File: config.mk
export PLATFORM = sky130hd
export DESIGN_NAME = updown_mode_counter
export DESIGN_NICKNAME = d
export VERILOG_FILES = /design/src/rtl/updown_mode_counter.sv
export SDC_FILE = /design/constraint.sdc
export NUM_CORES = 1
export LEC_CHECK = 0
export CAP_MARGIN = 5
export CORE_AREA = 5 5 42 44
export CTS_CLUSTER_DIAMETER = 50
export DETAILED_ROUTE_END_ITERATION = 6
export DIE_AREA = 0 0 47 49
export HOLD_SLACK_MARGIN = 0.12
export PLACE_DENSITY = 0.78
export SLEW_MARGIN = 10
export SYNTH_ARGS = -nofsm -noshare
export SYNTH_HDL_FRONTEND = slang
export SYNTH_SLANG_ARGS = --single-unit
File: constraint.sdc
create_clock -name clk -period 4.2 [get_ports clk]
set_clock_uncertainty 0.1 [all_clocks]
set_input_delay 0.42 -clock clk [delete_from_list [all_inputs] [get_ports clk]]
set_output_delay 0.42 -clock clk [all_outputs]
set_load 0.005 [all_outputs]
File: src/rtl/updown_mode_counter.sv
// Up/down counter with programmable modulus and wrap/saturate/one-shot/ping-pong modes.
// Optional registered Gray-code output when UPDOWN_MODE_COUNTER_GRAY_EN is defined.
module updown_mode_counter #(
    parameter int WIDTH       = 4,
    parameter int MAX_VALUE   = 2**WIDTH-1,
    parameter int RESET_VALUE = MAX_VALUE
) (
    input  logic             clk,
    input  logic             clear,
    input  logic             en,
    input  logic             dir,
    input  logic [1:0]       mode,
    input  logic             load,
    input  logic [WIDTH-1:0] load_value,
    output logic [WIDTH-1:0] count,
    output logic             at_term,
    output logic             wrap,
    output logic             done
`ifdef UPDOWN_MODE_COUNTER_GRAY_EN
   ,output logic [WIDTH-1:0] gray_count
`endif
);

    localparam logic [1:0] MODE_WRAP = 2'b00;
    localparam logic [1:0] MODE_SAT  = 2'b01;
    localparam logic [1:0] MODE_ONE  = 2'b10;
    localparam logic [1:0] MODE_PP   = 2'b11;

    localparam logic [WIDTH-1:0] MAXV = WIDTH'(MAX_VALUE);
    localparam logic [WIDTH-1:0] RSTV = WIDTH'(RESET_VALUE);
    localparam logic [WIDTH-1:0] ONE  = WIDTH'(1);

    if (WIDTH < 2 || MAX_VALUE < 1 || MAX_VALUE > 2**WIDTH-1 ||
        RESET_VALUE < 0 || RESET_VALUE > MAX_VALUE) begin : g_bad_param
        $error("updown_mode_counter: illegal WIDTH/MAX_VALUE/RESET_VALUE");
    end

    logic [WIDTH-1:0] r_count;
    logic             r_wrap;
    logic             r_done;
    logic             r_pp_dir;

    logic             w_eff_up;
    logic [WIDTH-1:0] w_term;
    logic             w_at_term;
    logic [WIDTH-1:0] w_load_clamp;
    logic [WIDTH-1:0] w_step;
    logic [WIDTH-1:0] w_count_nxt;
    logic             w_wrap_nxt;
    logic             w_done_nxt;
    logic             w_pp_nxt;

    assign w_eff_up     = (mode == MODE_PP) ? r_pp_dir : dir;
    assign w_term       = w_eff_up ? MAXV : '0;
    assign w_at_term    = (r_count == w_term);
    assign w_load_clamp = (load_value > MAXV) ? MAXV : load_value;
    assign w_step       = w_eff_up ? (r_count + ONE) : (r_count - ONE);

    always_comb begin
        w_count_nxt = r_count;
        w_wrap_nxt  = 1'b0;
        w_done_nxt  = r_done;
        w_pp_nxt    = r_pp_dir;
        if (load) begin
            w_count_nxt = w_load_clamp;
            w_done_nxt  = 1'b0;
            w_pp_nxt    = dir;
        end else if (en) begin
            if (mode == MODE_ONE && r_done) begin
                w_count_nxt = r_count;
            end else if (!w_at_term) begin
                w_count_nxt = w_step;
            end else begin
                unique case (mode)
                    MODE_WRAP: begin
                        w_count_nxt = w_eff_up ? '0 : MAXV;
                        w_wrap_nxt  = 1'b1;
                    end
                    MODE_SAT: begin
                        w_count_nxt = r_count;
                    end
                    MODE_ONE: begin
                        w_done_nxt = 1'b1;
                    end
                    MODE_PP: begin
                        // Turn around and take one step back the other way.
                        w_pp_nxt    = ~r_pp_dir;
                        w_count_nxt = r_pp_dir ? (MAXV - ONE) : ONE;
                        w_wrap_nxt  = 1'b1;
                    end
                endcase
            end
        end
    end

    always_ff @(posedge clk or posedge clear) begin
        if (clear) begin
            r_count  <= RSTV;
            r_wrap   <= 1'b0;
            r_done   <= 1'b0;
            r_pp_dir <= 1'b1;
        end else begin
            r_count  <= w_count_nxt;
            r_wrap   <= w_wrap_nxt;
            r_done   <= w_done_nxt;
            r_pp_dir <= w_pp_nxt;
        end
    end

`ifdef UPDOWN_MODE_COUNTER_GRAY_EN
    logic [WIDTH-1:0] r_gray;

    always_ff @(posedge clk or posedge clear) begin
        if (clear) begin
            r_gray <= RSTV ^ (RSTV >> 1);
        end else begin
            r_gray <= w_count_nxt ^ (w_count_nxt >> 1);
        end
    end

    assign gray_count = r_gray;
`endif

    assign count   = r_count;
    assign at_term = w_at_term;
    assign wrap    = r_wrap;
    assign done    = r_done;

endmodule

# --- Word-level counts from Yosys, hierarchy flattened ---
# Cells that the tools add are included.
totals:
  register_bits: 7
  out_inout_bits: 7
  elab_cells: 49
classes:
  n_addsub: 2
  order_cmp: 1
  n_eq_ne: 5
  mux: 26
  bitwise_logic: 1
  reduce_logical: 10
op_table:
  columns: ["operator", "n"]
  rows:
  - ["$mux 4", 9]
  - ["$mux 1", 16]
  - ["$pmux 4 s2", 1]
  - ["$reduce_and 4->1", 2]
  - ["$reduce_bool 2->1", 4]
  - ["$add 4x1->4 const B", 1]
  - ["$eq 2x2->1 const B", 2]
  - ["$eq 4x4->1", 1]
  - ["$gt 4x4->1 const B", 1]
  - ["$ne 4x2->1 const B", 1]
  - ["$sub 4x1->4 const B", 1]
  - ["$reduce_and 3->1", 1]
  - ["$logic_not 2->1", 1]
  - ["$ne 2x2->1 const B", 1]
  - ["$reduce_or 2->1", 1]
  - ["$logic_and 1x1->1", 1]
  - ["$not 1->1", 1]

# --- Longest topological paths before layout ---
# Gate-level depths: netlist of run 1.
logic_depth:
  ltp_word: 8
  mapped_depth: 9
  ltp_nobuf: 9

# --- Least setup slack after synthesis of run 1 ---
# Ideal clock, no wire load.
synth_timing:
  path_type: "input port to flip-flop"
  startpoint: "input mode[0]"
  endpoint: "register r_count[2] (netlist: count[2])"
  setup_time_ns: 0.089
  arrival_time_ns: 1.985
  required_ns: 4.011
  setup_slack_ns: 2.026
  path_stages: 9
  path_cell_list: "ha_1 mux2i_2 xor2_1 ha_1 nor2_1 mux2_2 a21oi_1 a211oi_1 a211oi_1"
synth_via:
  elab_chain_cells: 8
  word_cells_on_any_way: 17
  classes_between: "5 x eq/ne; 9 x mux; 3 x reduce/logical"
synth_lines:
  columns: ["element", "line", "text"]
  rows:
  - ["start, declared", "12", "input logic [1:0] mode,"]
  - ["$eq 2x2->1", "53, 74", null]
  - ["$mux 1", "53", "assign w_eff_up = (mode == MODE_PP) ? r_pp_dir : dir;"]
  - ["$mux 4, on equally long branches", "54, 76", null]
  - ["$eq 4x4->1 / $pmux 4 s2 (equally long branches)", "55, 74", null]
  - ["$mux 4", "71", "end else if (!w_at_term) begin"]
  - ["$mux 4", "69", "if (mode == MODE_ONE && r_done) begin"]
  - ["$mux 4", "68", "end else if (en) begin"]
  - ["$mux 4", "64", "if (load) begin"]
  - ["end signal, assigned", "103", "r_count <= w_count_nxt;"]
  - ["end, declared", "38", "logic [WIDTH-1:0] r_count;"]
# Parallel ways exist; a longest one is shown, timed or not. The select of a mux whose other input is x is not followed.
# A chain may end at the register's enable or synchronous reset.

# --- Final worst setup path of run 1 ---
layout_timing:
  startpoint: "input mode[0]"
  endpoint: "output at_term"
layout_via:
  elab_chain_cells: 4
layout_lines:
  columns: ["element", "line", "text"]
  rows:
  - ["$eq 2x2->1", "53", null]
  - ["$mux 1", "53", null]
  - ["$mux 4", "54", "assign w_term = w_eff_up ? MAXV : '0;"]
  - ["$eq 4x4->1", "55", "assign w_at_term = (r_count == w_term);"]
  - ["end, declared", "16", "output logic at_term,"]
# Every way passes these cells.

==> results_dict.tcl, run 1 <==
set metrics [dict create \
    hold_buffers 0 \
    num_io_pins 18 \
    grt.total_usage_pct 12.8 \
    clockBufferDepth 2 \
    crit_path_end "at_term" \
    htree_num_levels 1 \
    clkPwrFrac_pct 26.7 \
    slew_headroom_pct 65.8 \
    drt_iter0_drc 7 \
    yosysSeqAreaShare_pct 33.9 \
    drive_above_1_share_pct 22.4 \
    grt_max_degree 14 \
    cap_violations 0 \
    synthToLayoutAreaGrowth_pct 39.7 \
    die_area_mm2 0.00230 \
    drt_first_pass_iters 4 \
    worstPathMaxFanout 6 \
    min_path_type "input pin to asynchronous set/reset pin" \
    rsz0062_at_grt "false" \
    io_buffers 17 \
    routed_wl_mm 1.24 \
    syn_area_um2 536 \
    overflow 0 \
    crit_type "input pin to output port" \
    antenna_found_initial 0 \
    rr_startpoint "r_pp_dir" \
    ff2ff_setup_slack_ps 2180 \
    clock_latency_ps 260 \
    vias_per_cell 5.39 \
    power_frac_comb_pct 33.7 \
    fp.dieW_um 47 \
    maxSlewViolCount 0 \
    finalCriticalPeriod_ps 3070 \
    cts_tree "yes" \
    drc 0 \
    hold_viol 0 \
    start_util_pct 38.2 \
    vias 496 \
    cts.sinks 7 \
    p_switching_uw 79.4 \
    core_region_area_mm2 0.00140 \
    cp.arrival_ps 2550 \
    power_density_mw_per_mm2 329 \
    p_leak_nw 0.307 \
    tightest_slew_ps 508 \
    place_congestion 0.753 \
    finalNetCount 91 \
    max-vdd-ir-drop_mv 0.152 \
    ys_types 30 \
    setup_violations 0 \
    synth_seq_cells 7 \
    crit_path_start "mode[0]" \
    post-cts-setup-buffers 0 \
    ant_nets 0 \
    grt_pass1_vias 487 \
    syn_nets 70 \
    worst_r2r_path_depth 8 \
    diodes 0 \
    crit_required_ps 3680 \
    clk_pin_slew_worst_paths_ps 60 \
    fin_tns_setup_ps 0 \
    grt_first_pass_wirelength_mm 2.13 \
    p_seq_share_pct 39.6 \
    switching_share_pct 32.3 \
    postSynthAreaPerCell_um2 9.56 \
    cts_resized 0 \
    intPower_uw 167 \
    max_freq_ghz 0.326 \
    cp-end-kind "output port" \
    numCtsBuffers 3 \
    run_status "finished, final reports clean" \
    whs_ps 293 \
    regToRegEndpoint "count[2]" \
    cp-start-kind "input pin" \
    synth_warnings 0 \
    synth_cells 56 \
    hpwl_um 958 \
    min_period_over_period_pct 73.0 \
    root_buffer "clkbuf_4" \
    wl_per_cell_um 13.5 \
    fp-row-count 14 \
    die_h_um 49 \
]
## synthesized netlist by cell type
master    count  share of area (%)
o221a_2       1                2.1
clkbuf_1      1               0.70
a21boi_0      2                2.8
o21ai_1       1               0.93
nor3_1        2                1.9
nand2b_1      1                1.2
a211oi_1      3                4.2
nand4_1       1                1.2
o21ai_4       1                3.0
nand2_1       4                2.8
nand3_1       1               0.93
a221oi_2      2                5.6
inv_2         1               0.70
nor2_1        7                4.9
dfrtp_1       2                9.3
or3_1         1                1.2
o21bai_1      1                1.4
ha_1          3                7.0
a21oi_1       1               0.93
xor2_1        3                4.9
o31ai_1       1                1.4
inv_1         4                2.8
dfstp_2       5                 25
mux2_4        1                2.8
mux2_2        1                2.1
or4_4         1                2.1
and4b_1       1                1.9
mux2i_2       1                2.6
o21ai_0       1               0.93
a31oi_1       1                1.2
## metrics by stage
stage	power [mW]	utilization [%]	setup WS [ps]	std cells	instance area, µm²
2_1_floorplan	0.143	-	2030	56	536
3_3_place_gp	0.179	51.5	1200	88	722
3_5_place_dp	0.181	51.5	1140	88	722
4_1_cts	0.247	53.4	1130	92	748
5_1_grt	0.265	53.4	1020	92	748
6_report	0.246	53.4	1130	92	748
## logic make-up after synthesis
| kind of cell | share of synthesized area [%] |
|---|---|
| simple gates | 18.0 |
| flops | 33.9 |
| compound gates | 24.5 |
| fa+ha+maj | 7.01 |
| xor+xnor | 4.91 |
| mux | 7.48 |
| buf+inv | 4.20 |
## power groups by stage
stage / clock network [mW] / logic, mW / registers, mW
2_1_floorplan: 0 / 0.0482 / 0.0951
3_3_place_gp: 0 / 0.0805 / 0.0980
3_5_place_dp: 0 / 0.0832 / 0.0981
4_1_cts: 0.0664 / 0.0838 / 0.0972
6_report: 0.0658 / 0.0830 / 0.0973
5_1_grt: 0.0737 / 0.0913 / 0.0996
## worst min-delay path by stage
stage          slack (ps)    to  cells after the start  startpoint
2_1_floorplan         120  done                      1       clear
5_1_grt               320  wrap                      2       clear
6_report              290  wrap                      2       clear
3_5_place_dp          410  done                      2        done
4_1_cts               310  wrap                      2       clear
3_3_place_gp          420  done                      2        done
## layout make-up
class                      count  area, µm²
sequential                     7        181
inverter                       5       18.8
timing repair buffer          17        170
fill                         135        653
multi-input combinational     43        332
clock buffer                   4       26.3
tap                           16       20.0
## worst max-delay path, stage by stage
cell and delay (ps):
clkdlybuf4s50_1 490, ha_1 240, mux2i_2 430, mux2_4 370, inv_2 100, clkdlybuf4s50_1 510
## cell usage in the layout, fill, tap and decap left out, drive strengths merged
cell type	count
a211oi	3
a21boi	2
a21oi	1
a221oi	2
a31oi	1
and4b	1
clkbuf	4
clkdlybuf4s50	17
dfrtp	2
dfstp	5
ha	3
inv	5
mux2	2
mux2i	1
nand2	4
nand2b	1
nand3	1
nand4	1
nor2	7
nor3	2
o21ai	3
o21bai	1
o221a	1
o31ai	1
or3	1
or4	1
xor2	3
## sequential cells by signal, summed over array words and instances (netlist names)
signal and cells:
done 1, r_pp_dir 1, wrap 1, count 4
## routing by layer
metal | track usage, % | up-vias | share of wire (%)
li1 | - | 244 | -
met1 | 14.8 | 232 | 44
met2 | 19.9 | 17 | 46
met3 | 3.32 | 3 | 7.4
met4 | 8.29 | 0 | 2.4
met5 | 0 | - | 0
(Power assumes the default switching activity.)
==> run 2, diff against run 1 <==
Clock period 4.2 ns to 3 ns, I/O delays scaled along.
==> run 2 against run 1 <==
First-iteration DRC count decreased by 86%. Clock power rose by 34%. Final area increased by 1.0%. Count of clock-buffer cells in the layout stayed put. Critical path depth unchanged. Sequential share of layout area is 0.24 points lower. Sequential power up 40%. Die area unchanged. Power grew 39%. Setup slack got worse by 790 ps. Largest power group unchanged. Highest routed layer unchanged.
==> results_dict.tcl, run 2 (synthesized netlist as in run 1, its figures left out) <==
set metrics [dict create \
    regToRegEndpoint "count[2]" \
    grt.total_usage_pct 12.8 \
    cts_resized 0 \
    cp-end-kind "output port" \
    vias_per_cell 5.30 \
    routed_wl_mm 1.20 \
    power_density_mw_per_mm2 452 \
    wl_per_cell_um 12.9 \
    cp-start-kind "input pin" \
    num_io_pins 18 \
    io_buffers 17 \
    vias 493 \
    grt_first_pass_wirelength_mm 2.17 \
    clockBufferDepth 2 \
    nFillCells 142 \
    crit_type "input pin to output port" \
    ff2ff_setup_slack_ps 990 \
    rr_startpoint "r_pp_dir" \
    setup_violations 0 \
    antenna_found_initial 0 \
    post-cts-setup-buffers 0 \
    final_common_cell "clkdlybuf4s50_1" \
    die_h_um 49 \
    cp.arrival_ps 2250 \
    start_util_pct 38.2 \
    clock_latency_ps 250 \
    min_path_type "input pin to asynchronous set/reset pin" \
    cts_tree "yes" \
    slew_headroom_pct 65.9 \
    drt_iter0_drc 1 \
    htree_num_levels 1 \
    hold_buffers 0 \
    finalCriticalPeriod_ps 2650 \
    hold_viol 0 \
    cap_violations 0 \
    diodes 0 \
    fin_tns_setup_ps 0 \
    finalWorstSetupSlack_ps 346 \
    fp.dieW_um 47 \
    drive_above_1_share_pct 23.4 \
    largest_register_ffs 4 \
    mostFrequentLayoutCells "clkdlybuf4s50_1 (17), nor2_1 (7), dfstp_2 (5), inv_1 (4), nand2_1 (4)" \
    drc 0 \
    crit_required_ps 2600 \
    numCtsBuffers 3 \
    grt_pass1_vias 499 \
    finalNetCount 92 \
    worstPathMaxFanout 5 \
    grt_max_degree 14 \
    run_status "finished, final reports clean" \
    clk_pin_slew_worst_paths_ps 60 \
    p_leak_nw 0.312 \
    die_area_mm2 0.00230 \
    post-place-ws_ps 263 \
    fp-row-count 14 \
    maxSlewViolCount 0 \
    cts.sinks 7 \
    rsz0062_at_grt "false" \
    hpwl_um 915 \
    core_region_area_mm2 0.00140 \
    tightest_slew_ps 507 \
    place_congestion 0.718 \
    overflow 0 \
    ant_nets 0 \
    max_freq_ghz 0.377 \
    root_buffer "clkbuf_4" \
    max-vdd-ir-drop_mv 0.228 \
    min_period_over_period_pct 88.5 \
    worst_r2r_path_depth 9 \
    drt_first_pass_iters 2 \
    synthToLayoutAreaGrowth_pct 41.1 \
    crit_path_start "mode[0]" \
]
run 2: changes by cell type in the layout (fill, tap and decap cells not counted), sizes merged:
cell,change
buf,+1
run 2: layout make-up:
| type | instances | area, µm² | share of cell area (%) |
|---|---|---|---|
| Inverter | 5 | 18.8 | 2.48 |
| Clock buffer | 4 | 26.3 | 3.48 |
| Tap cell | 16 | 20.0 | 2.65 |
| Timing Repair Buffer | 18 | 178 | 23.5 |
| Multi-Input combinational cell | 43 | 332 | 43.9 |
| Sequential cell | 7 | 181 | 24.0 |
run 2: critical path, stage by stage:
cell and delay (ps):
clkdlybuf4s50_1 480, ha_1 250, mux2i_2 270, mux2_4 350, inv_2 90, clkdlybuf4s50_1 510
run 2: worst max path at each step:
stage               cells past startpoint  slack, ps        to
floorplan                               9        950  count[2]
global placement                        6        350   at_term
detailed placement                     11        260  count[2]
CTS                                     6        330   at_term
global route                            6        250   at_term
finish                                  6        350   at_term
run 2: metrics by stage:
| stage | power (mW) | instance area [µm²] | hold slack [ps] | util [%] | cells |
|---|---|---|---|---|---|
| after detailed placement | 0.255 | 729 | 420 | 52.1 | 89 |
| after global placement | 0.251 | 729 | 421 | 52.1 | 89 |
| after CTS | 0.346 | 756 | 189 | 53.9 | 93 |
| after floorplan | 0.201 | 536 | -0.233 | - | 56 |
| after global routing | 0.368 | 756 | 213 | 53.9 | 93 |
| final | 0.341 | 756 | 178 | 53.9 | 93 |
run 2: report_power, final:
group | switching [mW] | total, mW | internal, mW
Sequential | 0.0212 | 0.136 | 0.115
Clock | 0.0376 | 0.0885 | 0.0509
Combinational | 0.0479 | 0.117 | 0.0687
run 2: layer usage:
metal	wire (µm)	part of all wire [%]	global-route usage, %	vias to the layer above
met3	90	7.5	5.54	2
met1	537	45	16.4	230
met4	9	0.75	4.15	0
li1	-	-	-	246
met2	565	47	19.0	15
met5	0	0	0	-
